`src/rtl/spike_generator_bank_pkg.sv`:
```
// Shared widths, generator entry type and program-FSM states for the spike generator bank.
package spike_gen_pkg;

    localparam int NGENS   = 8;
    localparam int NIDX    = $clog2(NGENS);
    localparam int NPERIOD = 16;
    localparam int NTAG    = 11;
    localparam int NCT     = 10;

    typedef struct packed {
        logic [NPERIOD-1:0] period;
        logic [NPERIOD-1:0] cnt;
        logic [NTAG-1:0]    tag;
        logic [NCT-1:0]     ct;
    } gen_entry_t;

    typedef gen_entry_t [NGENS-1:0] gen_array_t;

    typedef enum logic {
        PROG_IDLE,
        PROG_ACK
    } prog_state_e;

    // Generator index successor, wrapping NGENS-1 back to 0.
    function automatic logic [NIDX-1:0] nextIdx(input logic [NIDX-1:0] idx);
        if (int'(idx) == NGENS - 1) begin
            return '0;
        end
        return idx + 1'b1;
    endfunction

endpackage

```
`src/rtl/spike_generator_bank_if.sv`:
```
// Program channel (valid/ack) and spike output channel (valid/ready) of the spike generator bank.
interface spike_generator_bank_if;
    import spike_gen_pkg::*;

    logic [NIDX-1:0]    prog_gen_idx;
    logic [NPERIOD-1:0] prog_period;
    logic [NPERIOD-1:0] prog_ticks;
    logic [NTAG-1:0]    prog_tag;
    logic [NCT-1:0]     prog_ct;
    logic               prog_v;
    logic               prog_a;

    logic [NTAG-1:0]    out_tag;
    logic [NCT-1:0]     out_ct;
    logic               out_v;
    logic               out_r;

    // The bank side: accepts programming, produces spikes.
    modport master (
        input  prog_gen_idx, prog_period, prog_ticks, prog_tag, prog_ct, prog_v,
        output prog_a,
        output out_tag, out_ct, out_v,
        input  out_r
    );

    modport slave (
        output prog_gen_idx, prog_period, prog_ticks, prog_tag, prog_ct, prog_v,
        input  prog_a,
        input  out_tag, out_ct, out_v,
        output out_r
    );

endinterface

```
`src/rtl/spike_generator_bank_rr_pending_arbiter.sv`:
```
// Round-robin pick of the first pending generator at or after the pointer, wrapping to 0.
module rr_pending_arbiter
    import spike_gen_pkg::*;
(
    input  logic [NGENS-1:0] pending_i,
    input  logic [NIDX-1:0]  ptr_i,
    output logic [NIDX-1:0]  grant_o,
    output logic             any_o
);

    logic [NIDX-1:0] scanIdx;

    always_comb begin
        grant_o = '0;
        any_o   = 1'b0;
        scanIdx = ptr_i;
        for (int k = 0; k < NGENS; k++) begin
            if (!any_o && pending_i[scanIdx]) begin
                grant_o = scanIdx;
                any_o   = 1'b1;
            end
            scanIdx = nextIdx(scanIdx);
        end
    end

endmodule

```
`src/rtl/spike_generator_bank.sv`:
```
// Bank of periodic spike generators merged round-robin onto one spike channel.
// Optional SPIKE_GEN_OVERFLOW_CNT_EN adds a saturating ovf_count of dropped fires.
module spike_generator_bank
    import spike_gen_pkg::*;
(
    input  logic clk,
    input  logic reset,
    input  logic time_unit,
    spike_generator_bank_if.master bus
`ifdef SPIKE_GEN_OVERFLOW_CNT_EN
    ,
    output logic [15:0] ovf_count
`endif
);

    prog_state_e       state_q, state_d;
    gen_array_t        gens_q, gens_d;
    logic [NGENS-1:0]  pending_q, pending_d;
    logic [NGENS-1:0]  fire;
    logic [NGENS-1:0]  progHit;
    logic              progWrite;
    logic [NIDX-1:0]   rrPtr_q;
    logic [NIDX-1:0]   grant;
    logic              anyPending;
    logic              loadEn;
    logic [NTAG-1:0]   outTag_q;
    logic [NCT-1:0]    outCt_q;
    logic              outV_q;

    always_ff @(posedge clk or posedge reset) begin
        if (reset) begin
            state_q <= PROG_IDLE;
        end else begin
            state_q <= state_d;
        end
    end

    // A write only happens from IDLE, so a valid still high during the ack cycle cannot write twice.
    always_comb begin
        state_d   = state_q;
        progWrite = 1'b0;
        case (state_q)
            PROG_IDLE: begin
                if (bus.prog_v) begin
                    progWrite = 1'b1;
                    state_d   = PROG_ACK;
                end
            end
            PROG_ACK: state_d = PROG_IDLE;
            default:  state_d = PROG_IDLE;
        endcase
    end

    assign bus.prog_a = (state_q == PROG_ACK);

    // Programming a generator overrides its tick in the same cycle, so it cannot fire then.
    always_comb begin
        gens_d  = gens_q;
        fire    = '0;
        progHit = '0;
        for (int i = 0; i < NGENS; i++) begin
            if (progWrite && (bus.prog_gen_idx == NIDX'(i))) begin
                progHit[i]       = 1'b1;
                gens_d[i].period = bus.prog_period;
                gens_d[i].cnt    = bus.prog_ticks;
                gens_d[i].tag    = bus.prog_tag;
                gens_d[i].ct     = bus.prog_ct;
            end else if (time_unit && (gens_q[i].period != '0)) begin
                if (gens_q[i].cnt == '0) begin
                    fire[i]       = 1'b1;
                    gens_d[i].cnt = gens_q[i].period - 1'b1;
                end else begin
                    gens_d[i].cnt = gens_q[i].cnt - 1'b1;
                end
            end
        end
    end

    rr_pending_arbiter u_arbiter (
        .pending_i (pending_q),
        .ptr_i     (rrPtr_q),
        .grant_o   (grant),
        .any_o     (anyPending)
    );

    assign loadEn = !outV_q || bus.out_r;

    // A fresh fire beats the clear from a load, so the new spike stays pending.
    always_comb begin
        pending_d = pending_q;
        for (int i = 0; i < NGENS; i++) begin
            if (progHit[i]) begin
                pending_d[i] = 1'b0;
            end else if (fire[i]) begin
                pending_d[i] = 1'b1;
            end else if (loadEn && anyPending && (grant == NIDX'(i))) begin
                pending_d[i] = 1'b0;
            end
        end
    end

    always_ff @(posedge clk or posedge reset) begin
        if (reset) begin
            gens_q    <= '0;
            pending_q <= '0;
        end else begin
            gens_q    <= gens_d;
            pending_q <= pending_d;
        end
    end

    always_ff @(posedge clk or posedge reset) begin
        if (reset) begin
            outTag_q <= '0;
            outCt_q  <= '0;
            outV_q   <= 1'b0;
            rrPtr_q  <= '0;
        end else if (loadEn) begin
            if (anyPending) begin
                outTag_q <= gens_q[grant].tag;
                outCt_q  <= gens_q[grant].ct;
                outV_q   <= 1'b1;
                rrPtr_q  <= nextIdx(grant);
            end else begin
                outV_q <= 1'b0;
            end
        end
    end

    assign bus.out_tag = outTag_q;
    assign bus.out_ct  = outCt_q;
    assign bus.out_v   = outV_q;

`ifdef SPIKE_GEN_OVERFLOW_CNT_EN
    logic [NGENS-1:0] drop;
    logic [16:0]      ovfSum;
    logic [15:0]      ovf_q, ovf_d;

    // A drop is a fire onto a pending bit that is not being emptied by a load this cycle.
    always_comb begin
        drop = '0;
        for (int i = 0; i < NGENS; i++) begin
            drop[i] = fire[i] && pending_q[i] &&
                      !(loadEn && anyPending && (grant == NIDX'(i)));
        end
        ovfSum = {1'b0, ovf_q} + 17'($countones(drop));
        ovf_d  = ovfSum[16] ? 16'hFFFF : ovfSum[15:0];
    end

    always_ff @(posedge clk or posedge reset) begin
        if (reset) begin
            ovf_q <= '0;
        end else begin
            ovf_q <= ovf_d;
        end
    end

    assign ovf_count = ovf_q;
`endif

endmodule
```
`src/flat_wrapper.sv`:
```
// flat-port wrapper written by rule: the top's interface ports become plain ports
module spike_generator_bank_flat import spike_gen_pkg::*;
  (clk, reset, time_unit, bus_prog_gen_idx, bus_prog_period, bus_prog_ticks, bus_prog_tag, bus_prog_ct, bus_prog_v, bus_prog_a, bus_out_tag, bus_out_ct, bus_out_v, bus_out_r);
  spike_generator_bank_if bus_i ();
  input  logic clk;
  input  logic reset;
  input  logic time_unit;
  input wire logic [$bits(bus_i.prog_gen_idx)-1:0] bus_prog_gen_idx;
  input wire logic [$bits(bus_i.prog_period)-1:0] bus_prog_period;
  input wire logic [$bits(bus_i.prog_ticks)-1:0] bus_prog_ticks;
  input wire logic [$bits(bus_i.prog_tag)-1:0] bus_prog_tag;
  input wire logic [$bits(bus_i.prog_ct)-1:0] bus_prog_ct;
  input wire logic [$bits(bus_i.prog_v)-1:0] bus_prog_v;
  output wire logic [$bits(bus_i.prog_a)-1:0] bus_prog_a;
  output wire logic [$bits(bus_i.out_tag)-1:0] bus_out_tag;
  output wire logic [$bits(bus_i.out_ct)-1:0] bus_out_ct;
  output wire logic [$bits(bus_i.out_v)-1:0] bus_out_v;
  input wire logic [$bits(bus_i.out_r)-1:0] bus_out_r;
  assign bus_i.prog_gen_idx = bus_prog_gen_idx;
  assign bus_i.prog_period = bus_prog_period;
  assign bus_i.prog_ticks = bus_prog_ticks;
  assign bus_i.prog_tag = bus_prog_tag;
  assign bus_i.prog_ct = bus_prog_ct;
  assign bus_i.prog_v = bus_prog_v;
  assign bus_prog_a = bus_i.prog_a;
  assign bus_out_tag = bus_i.out_tag;
  assign bus_out_ct = bus_i.out_ct;
  assign bus_out_v = bus_i.out_v;
  assign bus_i.out_r = bus_out_r;
  spike_generator_bank u_core (.clk(clk), .reset(reset), .time_unit(time_unit), .bus(bus_i));
endmodule
```
`config.mk`:
```
export PLATFORM = sky130hd
export DESIGN_NAME = spike_generator_bank_flat
export DESIGN_NICKNAME = d
export VERILOG_FILES = /design/src/rtl/spike_generator_bank_pkg.sv /design/src/rtl/spike_generator_bank_if.sv /design/src/rtl/spike_generator_bank_rr_pending_arbiter.sv /design/src/rtl/spike_generator_bank.sv /design/src/flat_wrapper.sv
export SDC_FILE = /design/constraint.sdc
export NUM_CORES = 1
export LEC_CHECK = 0
export CORE_AREA = 2 2 255 257
export CTS_BUF_LIST = sky130_fd_sc_hd__clkbuf_8 sky130_fd_sc_hd__clkbuf_16
export CTS_CLUSTER_SIZE = 20
export DETAILED_ROUTE_END_ITERATION = 8
export DIE_AREA = 0 0 257 259
export PLACE_DENSITY = 0.56
export SYNTH_ARGS = -nofsm -noshare
export SYNTH_HDL_FRONTEND = slang
export SYNTH_SLANG_ARGS = --single-unit
```
`constraint.sdc`:
```
create_clock -name clk -period 18.7 [get_ports clk]
set_input_delay 3.74 -clock clk [delete_from_list [all_inputs] [get_ports clk]]
set_output_delay 3.74 -clock clk [all_outputs]
set_load 0.01 [all_outputs]
```
# Yosys cells after proc, flatten, opt, wreduce, memory -nomap -nowiden

Cells that the tools add are included.

Memories kept: 0
Memory bits (writable): 0
Register bits: 458
Latch bits: 0
ROM bits: 0

Add/subtract/negate cells: 24
Multipliers: 0
Shift operators: 0
Reductions and logical operators: 76
Multiplexer cells: 144
Div/mod/pow operators: 0
Bitwise gates (word level): 1
Eq/ne operators: 22
$lt $le $gt $ge: 9

Operators by type and width:

| operator                                                              | number |
|---|---|
| 16-bit two-way mux                                                    | 24 |
| 16-bit by 1-bit subtractor with 16-bit output, second input constant  | 16 |
| 53-bit binary-select mux with 3-bit select                            | 1 |
| 16-bit logical NOT                                                    | 8 |
| 16-bit nonzero test                                                   | 8 |
| 1-bit two-way mux                                                     | 85 |
| 3-bit two-way mux                                                     | 24 |
| 3-bit by 4-bit < comparator with 1-bit output, second input constant  | 9 |
| 1-bit logical AND                                                     | 32 |
| 3-bit by 1-bit equality test with 1-bit output, second input constant | 10 |
| 3-bit by 1-bit adder with 3-bit output, second input constant         | 8 |
| 1-bit binary-select mux with 3-bit select                             | 8 |
| 3-bit equality test, second input constant                            | 8 |
| 3-bit nonzero test                                                    | 8 |
| 21-bit two-way mux                                                    | 1 |
| 2-bit nonzero test                                                    | 8 |
| 3-bit by 2-bit equality test with 1-bit output, second input constant | 4 |
| 1-bit logical NOT                                                     | 8 |
| 3-bit logical NOT                                                     | 2 |
| 1-bit case mux with 2 select lines                                    | 1 |
| 2-bit AND reduction                                                   | 1 |
| 1-bit logical OR                                                      | 1 |
| 1-bit inverter                                                        | 1 |

# Depth between registers and ports, before layout

Gate-level depths: netlist (run 1).

Depth in word-level cells: 30
Mapped depth: 18

# Hierarchy

A second synthesis (run 1) with hierarchy kept.

Cells, all modules: 3,150
Area, all modules: 26,220.1 um^2

By module, submodules not included:

| module               | cells an instance | area each (um^2) | times used | seq. area each (um^2) |
|---|---|---|---|---|
| spike_generator_bank | 3,029             | 25,061.5         | 1          | 11,461.0 |
| rr_pending_arbiter   | 121               | 1,158.6          | 1          | 0.0 |

# Worst setup path before layout (run 1)

Ideal clock, no wire load.

Path kind: input to register
From: input bus_prog_v
To: register u_core.gens_q[175] (netlist name)
Buffers on the path: 1
Setup time: 125 ps
Arrival time: 5,101 ps
Data required time: 18,575 ps
Setup slack: 13,474 ps
Stages: 5
Cell sequence: nor2b_1 -> nand2b_1 -> nor2_1 -> clkbuf_1 -> mux2_2

Longest elaborated chain between the ends: 3

Ends and longest elaborated chain:

| element              | RTL line                    | source |
|---|---|---|
| from (decl)          | flat_wrapper.sv:13          | `input wire logic [$bits(bus_i.prog_v)-1:0] bus_prog_v;` |
| 1-bit two-way mux    | spike_generator_bank.sv:44  | `if (bus.prog_v) begin` |
| 1-bit two-way mux    | spike_generator_bank.sv:42  | `case (state_q)` |
| 1-bit logical AND    | spike_generator_bank.sv:62  | `if (progWrite && (bus.prog_gen_idx == NIDX'(i))) begin` |
| to (signal assigned) | spike_generator_bank.sv:107 | `gens_q <= gens_d;` |
| to (decl)            | spike_generator_bank.sv:17  | `gen_array_t gens_q, gens_d;` |

Every way passes these cells.
A chain may end at the register's enable or synchronous reset.

==> impl_metrics.env, run 1 <==
export IMPL_outcome="completed"
export IMPL_via_per_inst=5.901
export IMPL_insertion_delay_ns=0.60
export IMPL_synth_edf_count=0
export IMPL_ys_async_sr_fraction=1.000
export IMPL_cp_max_fo=156
export IMPL_postCtsHoldBufs=0
export IMPL_leakagePower_nw=11.87
export IMPL_hold_path_class="flip-flop to flip-flop"
export IMPL_port_buffers=83
export IMPL_max_slew_margin_rel=0.2412
export IMPL_cts_repair_resized=0
export IMPL_yosysTopAreaCell="dfrtp_1"
export IMPL_hold_path_startpoint="u_core.gens_q[12]$_DFFE_PP0P_"
export IMPL_htreeDepth=2
export IMPL_cp_required_ns=19.27
export IMPL_syn2layout_area_growth_pct=12.28
export IMPL_drt_iter0_markers=1990
export IMPL_syn_avg_cell_area_um2=8.907
export IMPL_synth_ff_type="dfrtp_1"
export IMPL_synth_area_leaders="dfrtp_1 45%, nand2_1 10%, mux2_2 7.4%"
export IMPL_min_to="u_core.gens_q[12]$_DFFE_PP0P_"
export IMPL_dp_hpwl_um=48060
export IMPL_ir_worst_vdd_v=0.0002872
export IMPL_syn_num_nets=2924
export IMPL_powerDensity_nw_per_um2=188.9
export IMPL_die_w_um=257
export IMPL_dieArea_um2=66560
export IMPL_reg2reg_from="u_core.rrPtr_q[0]$_DFFE_PP0P_"
export IMPL_synth_top_cell_area_share=0.4517
export IMPL_slew_viol_final=0
export IMPL_setup_viol=0
export IMPL_fin_area_um2=28490
export IMPL_cts_root_buf="clkbuf_16"
export IMPL_n_antenna_cell=0
export IMPL_drive_above_1_share=0.1203
export IMPL_mappedNetlistArea_um2=25380
export IMPL_whs_ns=0.4728
export IMPL_fin_util=0.4460
export IMPL_antenna_found_initial=4
export IMPL_grt_pass1_wl_um=124200
export IMPL_grt_setup_unrepaired="no"
export IMPL_dpl_instance_area_um2=26810
export IMPL_numCtsBuffers=50
export IMPL_max_cap_violations=0
export IMPL_synth_seq_cells=458
export IMPL_seq_area_frac_synth=0.4517
export IMPL_clock_sinks=458
export IMPL_tritoncts="yes"
export IMPL_critPathArrivalTime_ns=6.80
export IMPL_firstDrtPassIters=6
export IMPL_fmax_ghz=0.1606
export IMPL_crit_path_start_kind="input pin"
export IMPL_drtAntennaViolNets=0
export IMPL_ys_types=84
export IMPL_postCtsSetupRepairBufs=0
export IMPL_setup_tns_ns=0
export IMPL_start_util=0.3972
export IMPL_num_rows=93
export IMPL_timing_rr_end="u_core.bus.out_tag[7]$_DFFE_PP0P_"
export IMPL_gp_congestion=0.8594
export IMPL_core_area_um2=63880
export IMPL_vias=21920
export IMPL_finalClockSkew_ns=0.01432
export IMPL_reg2regPathDepth=13
export IMPL_final_hold_viol_count=0
export IMPL_synthCells=2849
export IMPL_final_nets=2897
export IMPL_max_slew_worst_pin_slew_ns=1.138
export IMPL_wl_per_cell_um=21.37
export IMPL_ff2ff_setup_slack_ns=13.33
export IMPL_post_synth_top_count_cell="nand2_1"
export IMPL_drc=0
export IMPL_period_share=0.3330
export IMPL_path_clk_slew_ns=0.06
export IMPL_yosysWarningCount=0
export IMPL_die_h_um=259
export IMPL_timing_final_crit_period_ns=6.228
export IMPL_top_level_ports=84
export IMPL_total_power_mw=5.383
export IMPL_grt_pass1_vias=21380
export IMPL_end_kind="async pin"
export IMPL_grt_overflow_total=0
export IMPL_setup_worst_path_class="input pin to async pin"
export IMPL_grt_max_degree=157
export IMPL_grt_usage=0.2364
export IMPL_wl_um=79380
export IMPL_synth_top_cells_by_count="684 x nand2_1, 458 x dfrtp_1, 189 x o21ai_0"
export IMPL_holdPathStages=2
export IMPL_clock_path_buffers=3
-- layer usage --
metal | global-route usage | wire length [um] | vias to the layer above
met5 | 0 | 43 | -
met4 | 0.08059 | 2422 | 6
met3 | 0.03085 | 4783 | 151
met2 | 0.3918 | 37280 | 749
met1 | 0.3195 | 34850 | 10900
li1 | - | - | 10120
-- cells by family (layout without fill, tap and decap cells) --
| kind of cell | after synthesis | in the layout | share of synthesized area |
|---|---|---|---|
| AO/OA/AOI/OAI | 767 | 767 | 0.1935 |
| XOR/XNOR | 10 | 10 | 0.004043 |
| AND/OR/NAND/NOR | 1096 | 1096 | 0.1866 |
| multiplexers | 260 | 260 | 0.1181 |
| adder cells (fa/ha/maj) | 14 | 14 | 0.006903 |
| buffers and inverters | 244 | 255 | 0.03915 |
| flip-flops | 458 | 458 | 0.4517 |
-- registers in the layout (all words and copies together), names as in the netlist --
register / flops
u_core.gens_q: 424
u_core.bus.out_tag: 11
u_core.bus.out_ct: 10
u_core.pending_q: 8
u_core.rrPtr_q: 3
u_core.bus.out_v: 1
u_core.bus.prog_a: 1
-- power breakdown --
| part | leakage, nW | internal, mW | switching (mW) |
|---|---|---|---|
| Sequential | 5.65 | 1.30 | 0.315 |
| Combinational | 5.37 | 1.12 | 1.64 |
| Clock | 0.848 | 0.587 | 0.421 |
-- placed cells by master, fill, tap and decap left out, drive strengths merged, types with 27 or more instances in the layout --
master / n
clkbuf: 65
o21ai: 192
dfrtp: 458
mux2: 183
nor2: 177
nand3: 27
nor3: 38
mux2i: 64
o31ai: 27
nand2: 684
a21oi: 166
buf: 33
o211ai: 91
a22oi: 42
clkdlybuf4s50: 83
inv: 55
o22ai: 65
-- critical path: stages --
cell             delay (ns)
clkdlybuf4s50_1        0.49
inv_8                  0.71
buf_12                 0.68
buf_4                  0.88
-- worst max-delay path by stage --
stage	from	endpoint	slack [ns]	cells past startpoint
CTS	reset	u_core.gens_q[394]$_DFFE_PP0P_	12.37	4
detailed placement	reset	u_core.gens_q[259]$_DFFE_PP0P_	11.75	4
finish	reset	u_core.gens_q[240]$_DFFE_PP0P_	12.47	4
global route	reset	u_core.gens_q[411]$_DFFE_PP0P_	12.00	4
floorplan	reset	u_core.bus.out_ct[0]$_DFFE_PP0P_	2.19	1
global placement	reset	u_core.gens_q[412]$_DFFE_PP0P_	11.77	4
-- metrics by stage --
| stage | worst slack (ns) | instances |
|---|---|---|
| finish | 12.47 | 3715 |
| floorplan | 2.191 | 2849 |
| global placement | 11.77 | 3625 |
| CTS | 12.37 | 3715 |
| global route | 12.00 | 3715 |
| detailed placement | 11.75 | 3625 |
-- final cells by class --
class	count	area (um^2)
clock buffers	65	1491
clock inverters	25	187.7
fillers	6161	35390
inverters	49	193.9
multi-input cells	2147	13000
flip-flops and latches	458	11460
well taps	855	1070
repair buffers	116	1091
No activity file was read; power rests on OpenSTA's default activity.
==> run 2: changes to the inputs <==
==> constraint.sdc (replaced) <==
create_clock -name clk -period 6.3 [get_ports clk]
set_input_delay 1.26 -clock clk [delete_from_list [all_inputs] [get_ports clk]]
set_output_delay 1.26 -clock clk [all_outputs]
set_load 0.01 [all_outputs]
==> run 2 against run 1 <==
Compared with the run above:
- combinational power rose to 2.9 times the previous value
- sequential power rose to 3.0 times the previous value
- die area did not move
- worst hold slack got worse by 0.0053 ns
- cell area rose by 0.77%
- clock skew rose by 0.0017 ns
- global-route usage fell by 0.062 points
- utilization rose by 0.34 points
- critical path depth rose by 9
- largest power group unchanged
==> impl_metrics.env, run 2 (synthesis gave the netlist of run 1 again) <==
export IMPL_outcome="completed"
export IMPL_numCtsBuffers=53
export IMPL_grt_max_degree=161
export IMPL_crit_path_start_kind="flip-flop"
export IMPL_fmax_ghz=0.1778
export IMPL_largest_reg_flops=424
export IMPL_grt_setup_unrepaired="no"
export IMPL_grt_pass1_wl_um=124600
export IMPL_max_slew_margin_rel=0.2218
export IMPL_insertion_delay_ns=0.61
export IMPL_finalClockSkew_ns=0.01597
export IMPL_place_inst=3631
export IMPL_syn2layout_area_growth_pct=13.15
export IMPL_drt_iter0_markers=1976
export IMPL_slew_viol_final=0
export IMPL_fin_util=0.4494
export IMPL_drc=0
export IMPL_die_h_um=259
export IMPL_cp_max_fo=51
export IMPL_clock_sinks=458
export IMPL_num_rows=93
export IMPL_gp_congestion=0.8607
export IMPL_cts_root_buf="clkbuf_16"
export IMPL_dieArea_um2=66560
export IMPL_drtAntennaViolNets=0
export IMPL_mostFrequentLayoutCells="684 x nand2_1, 458 x dfrtp_1, 188 x o21ai_0, 169 x nor2_1"
export IMPL_core_area_um2=63880
export IMPL_dp_hpwl_um=49760
export IMPL_instances_no_fill=3731
export IMPL_place_ws_ns=0.6656
export IMPL_final_nets=2906
export IMPL_setup_viol=0
export IMPL_port_buffers=83
export IMPL_setup_worst_path_class="flip-flop to flip-flop"
export IMPL_clock_path_buffers=3
export IMPL_setup_ws_ns=0.6763
export IMPL_top_register="u_core.gens_q"
export IMPL_ir_worst_vdd_v=0.0008857
export IMPL_drive_above_1_share=0.1248
export IMPL_wl_um=79300
export IMPL_start_util=0.3972
export IMPL_firstDrtPassIters=5
export IMPL_leakagePower_nw=12.02
export IMPL_cp_required_ns=6.78
export IMPL_postCtsHoldBufs=0
export IMPL_via_per_inst=5.853
export IMPL_end_kind="flip-flop"
export IMPL_timing_final_crit_period_ns=5.624
export IMPL_top_level_ports=84
export IMPL_grt_usage=0.2357
export IMPL_die_w_um=257
export IMPL_powerDensity_nw_per_um2=558.9
export IMPL_final_hold_viol_count=0
export IMPL_critPathArrivalTime_ns=6.10
export IMPL_htreeDepth=2
export IMPL_n_antenna_cell=0
export IMPL_antenna_found_initial=5
export IMPL_grt_pass1_vias=21250
export IMPL_cts_repair_resized=0
export IMPL_period_share=0.8926
export IMPL_layout_commonest_cell="nand2_1"
export IMPL_hold_path_class="flip-flop to flip-flop"
export IMPL_path_clk_slew_ns=0.06
export IMPL_vias=21840
export IMPL_max_slew_worst_pin_slew_ns=1.159
export IMPL_wl_per_cell_um=21.26
export IMPL_tritoncts="yes"
export IMPL_max_cap_violations=0
export IMPL_postCtsSetupRepairBufs=0
export IMPL_grt_overflow_total=0
==> run 2: area by class of cell <==
| cell class | count | area (um^2) |
|---|---|---|
| flip-flops and latches | 458 | 11460 |
| repair buffers | 122 | 1161 |
| multi-input cells | 2147 | 13000 |
| clock buffers | 64 | 1500 |
| clock inverters | 36 | 330.3 |
| well taps | 855 | 1070 |
| inverters | 49 | 190.2 |
| fillers | 6142 | 35170 |
==> run 2: metal layers <==
metal,share of wire,GRT usage,vias up
met4,0.025,0.06912,4
met5,0.00033,0,-
li1,-,-,10120
met2,0.47,0.3949,661
met3,0.057,0.03915,127
met1,0.44,0.3141,10930
==> run 2: worst max-delay path: stages, from the launching register on <==
cell	delay (ns)
dfrtp_1	0.48
ha_1	0.25
ha_1	0.43
xnor2_1	0.97
mux2_2	0.43
mux4_2	0.49
o211a_1	0.25
o311ai_2	0.25
buf_4	0.34
o21a_2	0.22
buf_4	0.63
and2_1	0.22
a2111oi_0	0.07
o41ai_1	0.43
==> run 2: per-stage QoR <==
stage / area [um^2] / hold WS [ns] / power [mW] / setup TNS [ns]
CTS: 28710 / 0.4694 / 16.14 / 0
floorplan: 25380 / 0.4374 / 10.83 / -529.91
global route: 28710 / 0.4899 / 17.10 / 0
finish: 28710 / 0.4675 / 16.05 / 0
global placement: 26880 / 0.4519 / 12.61 / 0
detailed placement: 26880 / 0.4580 / 12.81 / 0
==> run 2: final timing paths <==
kind | slack (ns) | cells past startpoint | from | endpoint
setup / recovery | 0.68 | 13 | u_core.rrPtr_q[0]$_DFFE_PP0P_ | u_core.bus.out_tag[7]$_DFFE_PP0P_
hold / removal | 0.47 | 1 | u_core.bus.prog_a$_DFF_PP0_ | u_core.bus.prog_a$_DFF_PP0_
setup reg to reg | 0.68 | 13 | u_core.rrPtr_q[0]$_DFFE_PP0P_ | u_core.bus.out_tag[7]$_DFFE_PP0P_
hold reg to reg | 0.47 | 1 | u_core.bus.prog_a$_DFF_PP0_ | u_core.bus.prog_a$_DFF_PP0_
max in group asynchronous | 4.18 | 3 | reset | u_core.gens_q[272]$_DFFE_PP0P_
min in group asynchronous | 0.96 | 2 | reset | u_core.gens_q[381]$_DFFE_PP0P_
==> run 2: power by group <==
group	total [mW]	internal (mW)	switching (mW)	leakage, nW
combinational	7.99	3.33	4.66	5.41
sequential	4.82	3.86	0.955	5.65
clock	3.24	1.93	1.31	0.959
total	16.0	9.12	6.92	12.0
==> run 3: changes to the inputs <==
--- a/config.mk
+++ b/config.mk
@@ -10,6 +10,7 @@
 export CTS_CLUSTER_SIZE = 20
 export DETAILED_ROUTE_END_ITERATION = 8
 export DIE_AREA = 0 0 257 259
+export HOLD_SLACK_MARGIN = 0.02
 export PLACE_DENSITY = 0.56
 export SYNTH_ARGS = -nofsm -noshare
 export SYNTH_HDL_FRONTEND = slang
==> results of run 3 <==
Same layout as run 2: the final DEF is identical, and so are final timing and power.
==> edit (config.mk and constraints of run 2) <==
`NCT`: 10 -> 9.
--- a/src/rtl/spike_generator_bank_pkg.sv
+++ b/src/rtl/spike_generator_bank_pkg.sv
@@ -7,3 +7,3 @@
     localparam int NTAG    = 11;
-    localparam int NCT     = 10;
+    localparam int NCT     = 9;
 
Ports: changed (resized bus_out_ct and bus_prog_ct); port bits go from 84 to 82. The function was not compared with the original's and may differ.
==> edit against run 2 <==
  * Sequential power decreased by 2%
  * Worst setup slack better by 0.32 ns
  * Core utilization shrank 0.77 points
  * Sequential share of layout area down 0.099 points
  * Final area shrank 1.7%
  * Final cell count is 3.8% lower
  * Area after synthesis fell by 2.2%
  * Routed wire length is 2.2% lower
  * Total power down 11%
  * Sequential cell count down 9
  * Clock power decreased by 3%
  * Clock skew grew 0.013 ns
  * Synthesized cell count down 5.8%
==> edit: results (changes against run 2) <==
stage;metric;value;unit;change
setup_path;R2R Path Start;u_core.rrPtr_q[0];;
clock_tree;PostCTS Resize Cnt;0;;unchanged
hold_path;Hold Path Stages;2;;+1
setup_path;crit-path max cell delay;0.77;ns;-0.20 ns
hold_path;Hold Path End;u_core.gens_q[17];;
grt;maximum number of pins on one net before global-route repair;147;;-8.7%
outcome;status;completed;;
layout;share of cells above drive strength 1;15.0;%;+2.5 points
power;Leak;12.0;nW;-0.18%
drt;DR vias;21100;;-3.5%
power;worst vdd ir;0.548;mV;-38%
logic_synthesis;synth cell count leaders;nand2_1, dfrtp_1, a21oi_1, mux2_2, nor2_1;;
logic_synthesis;register area share after synthesis;45.3;%;+0.12 points
clock_tree;Max clock buf depth;3;;unchanged
hold_path;Hold Path Origin;u_core.gens_q[17];;
grt;GRT Overall Usage;23.0;%;-0.60 points
drt;DRT Pass-1 Iters;5;;unchanged
setup_path;CP max FO;22;;-57%
timing;final setup vio count;0;;unchanged
clock_tree;CTS H-Tree Depth;2;;unchanged
drt;DRT iter0 DRCs;1791;;-9.4%
logic_synthesis;Primary FF master, synth;dfrtp_1;;
place;Port Buffers;81;;-2.4%
grt;first-pass GRT wire length;121000;um;-2.8%
drt;WL/cell;21.6;um;+1.6%
timing;skew final;0.0288;ns;+0.0128 ns
clock_tree;clk root buf;clkbuf_16;;
logic_synthesis;main area contributors after synthesis;dfrtp_1, mux2_2, nand2_1;;
layout;antenna cells;0;;unchanged
power;sw frac;40.5;%;-2.7 points
clock_tree;CTS buffer count;50;;-5.7%
logic_synthesis;Unique masters post-synth;89;;+6.0%
setup_path;Critical R2R Capture;u_core.bus.out_tag[5];;
layout;Most flops, register;u_core.gens_q;;
setup_path;crit path DAT;5.78;ns;-0.32 ns
logic_synthesis;Async SR Flop Fraction;100;%;unchanged
place;DPL Wire Length;48800;um;-1.9%
grt;initial antenna violation count;2;;-3
clock_tree;Setup Fix Bufs, Post-CTS;0;;unchanged
layout;max reg flops;416;;-1.9%
layout;Nets;2767;;-4.8%
setup_path;Reg2Reg Setup Slack;0.99;ns;+0.32 ns
clock_tree;clk_lat worst skew;0.61;ns;about the same
setup_path;r2r worst-path depth;12;;-1
timing;Worst-Margin Slew;1.27;ns;+0.110 ns
hold_path;hold crit path type;flop to flop;;
logic_synthesis;Yosys warnings;0;;unchanged
setup_path;CP max-delay cell;ha_1;;
setup_path;Crit path max-delay family;multiplexers;;
clock_tree;Clock transition at path regs;0.06;ns;about the same
place;gpl congestion;0.881;;+2.3%
-- edit: cell families after synthesis --
| group | share of synthesized area (%) |
|---|---|
| mux | 13.7 |
| buf+inv | 3.05 |
| flops | 45.3 |
| xor+xnor | 0.454 |
| fa+ha+maj | 0.706 |
| compound gates | 18.5 |
| simple gates | 18.3 |
-- edit: worst reg2reg max path, cell delays in order (launching register included) --
cell and delay (ns):
dfrtp_1 0.60, inv_1 0.17, ha_1 0.78, mux2_2 0.44, mux4_2 0.57, a41oi_2 0.37, nand3_4 0.16, nor4_4 0.33
o21a_2 0.49, nor2_4 0.25, inv_2 0.37, mux2_1 0.37, a211o_1 0.29
-- edit: per-stage QoR --
step	hold WS (ns)	instances	setup TNS (ns)	setup slack (ns)	area (um2)
final	0.477	3589	0	0.993	28200
after floorplan	0.438	2685	-462.98	-1.03	24800
after detailed placement	0.463	3496	0	1.02	26400
after CTS	0.479	3589	0	0.991	28200
after global routing	0.494	3589	0	0.708	28200
after global placement	0.458	3496	0	1.11	26400
-- edit: power groups by stage --
stage               clock, mW  sequential [mW]  combinational (mW)
floorplan                   0             4.42                5.10
global placement            0             4.70                6.28
detailed placement          0             4.71                6.47
CTS                      3.20             4.68                6.49
global route             3.32             4.83                7.06
finish                   3.13             4.71                6.47
-- edit: area by class of cell --
class | instances | area [um2]
fillers | 6068 | 35700
multi-input cells | 2050 | 12900
flip-flops and latches | 449 | 11200
clock buffers | 64 | 1440
repair buffers | 124 | 1170
well taps | 855 | 1070
clock inverters | 29 | 337
inverters | 18 | 71.3
-- edit: worst max path at each step --
stage / startpoint / to / cells past startpoint
2_1_floorplan: reset / u_core.bus.out_ct[0] / 1
3_3_place_gp: u_core.rrPtr_q[0] / u_core.bus.out_tag[5] / 12
3_5_place_dp: u_core.rrPtr_q[1] / u_core.bus.out_tag[5] / 12
4_1_cts: u_core.rrPtr_q[1] / u_core.bus.out_tag[5] / 12
5_1_grt: u_core.rrPtr_q[1] / u_core.bus.out_tag[5] / 12
6_report: u_core.rrPtr_q[0] / u_core.bus.out_tag[5] / 12
-- edit: metal layers --
| layer | global-route usage (%) | part of all wire (%) | vias to the layer above |
|---|---|---|---|
| met5 | 0 | 0.021 | - |
| met4 | 7.38 | 2.8 | 2 |
| met3 | 3.15 | 5.2 | 132 |
| met2 | 38.9 | 48 | 593 |
| met1 | 30.4 | 44 | 10600 |
| li1 | - | - | 9735 |
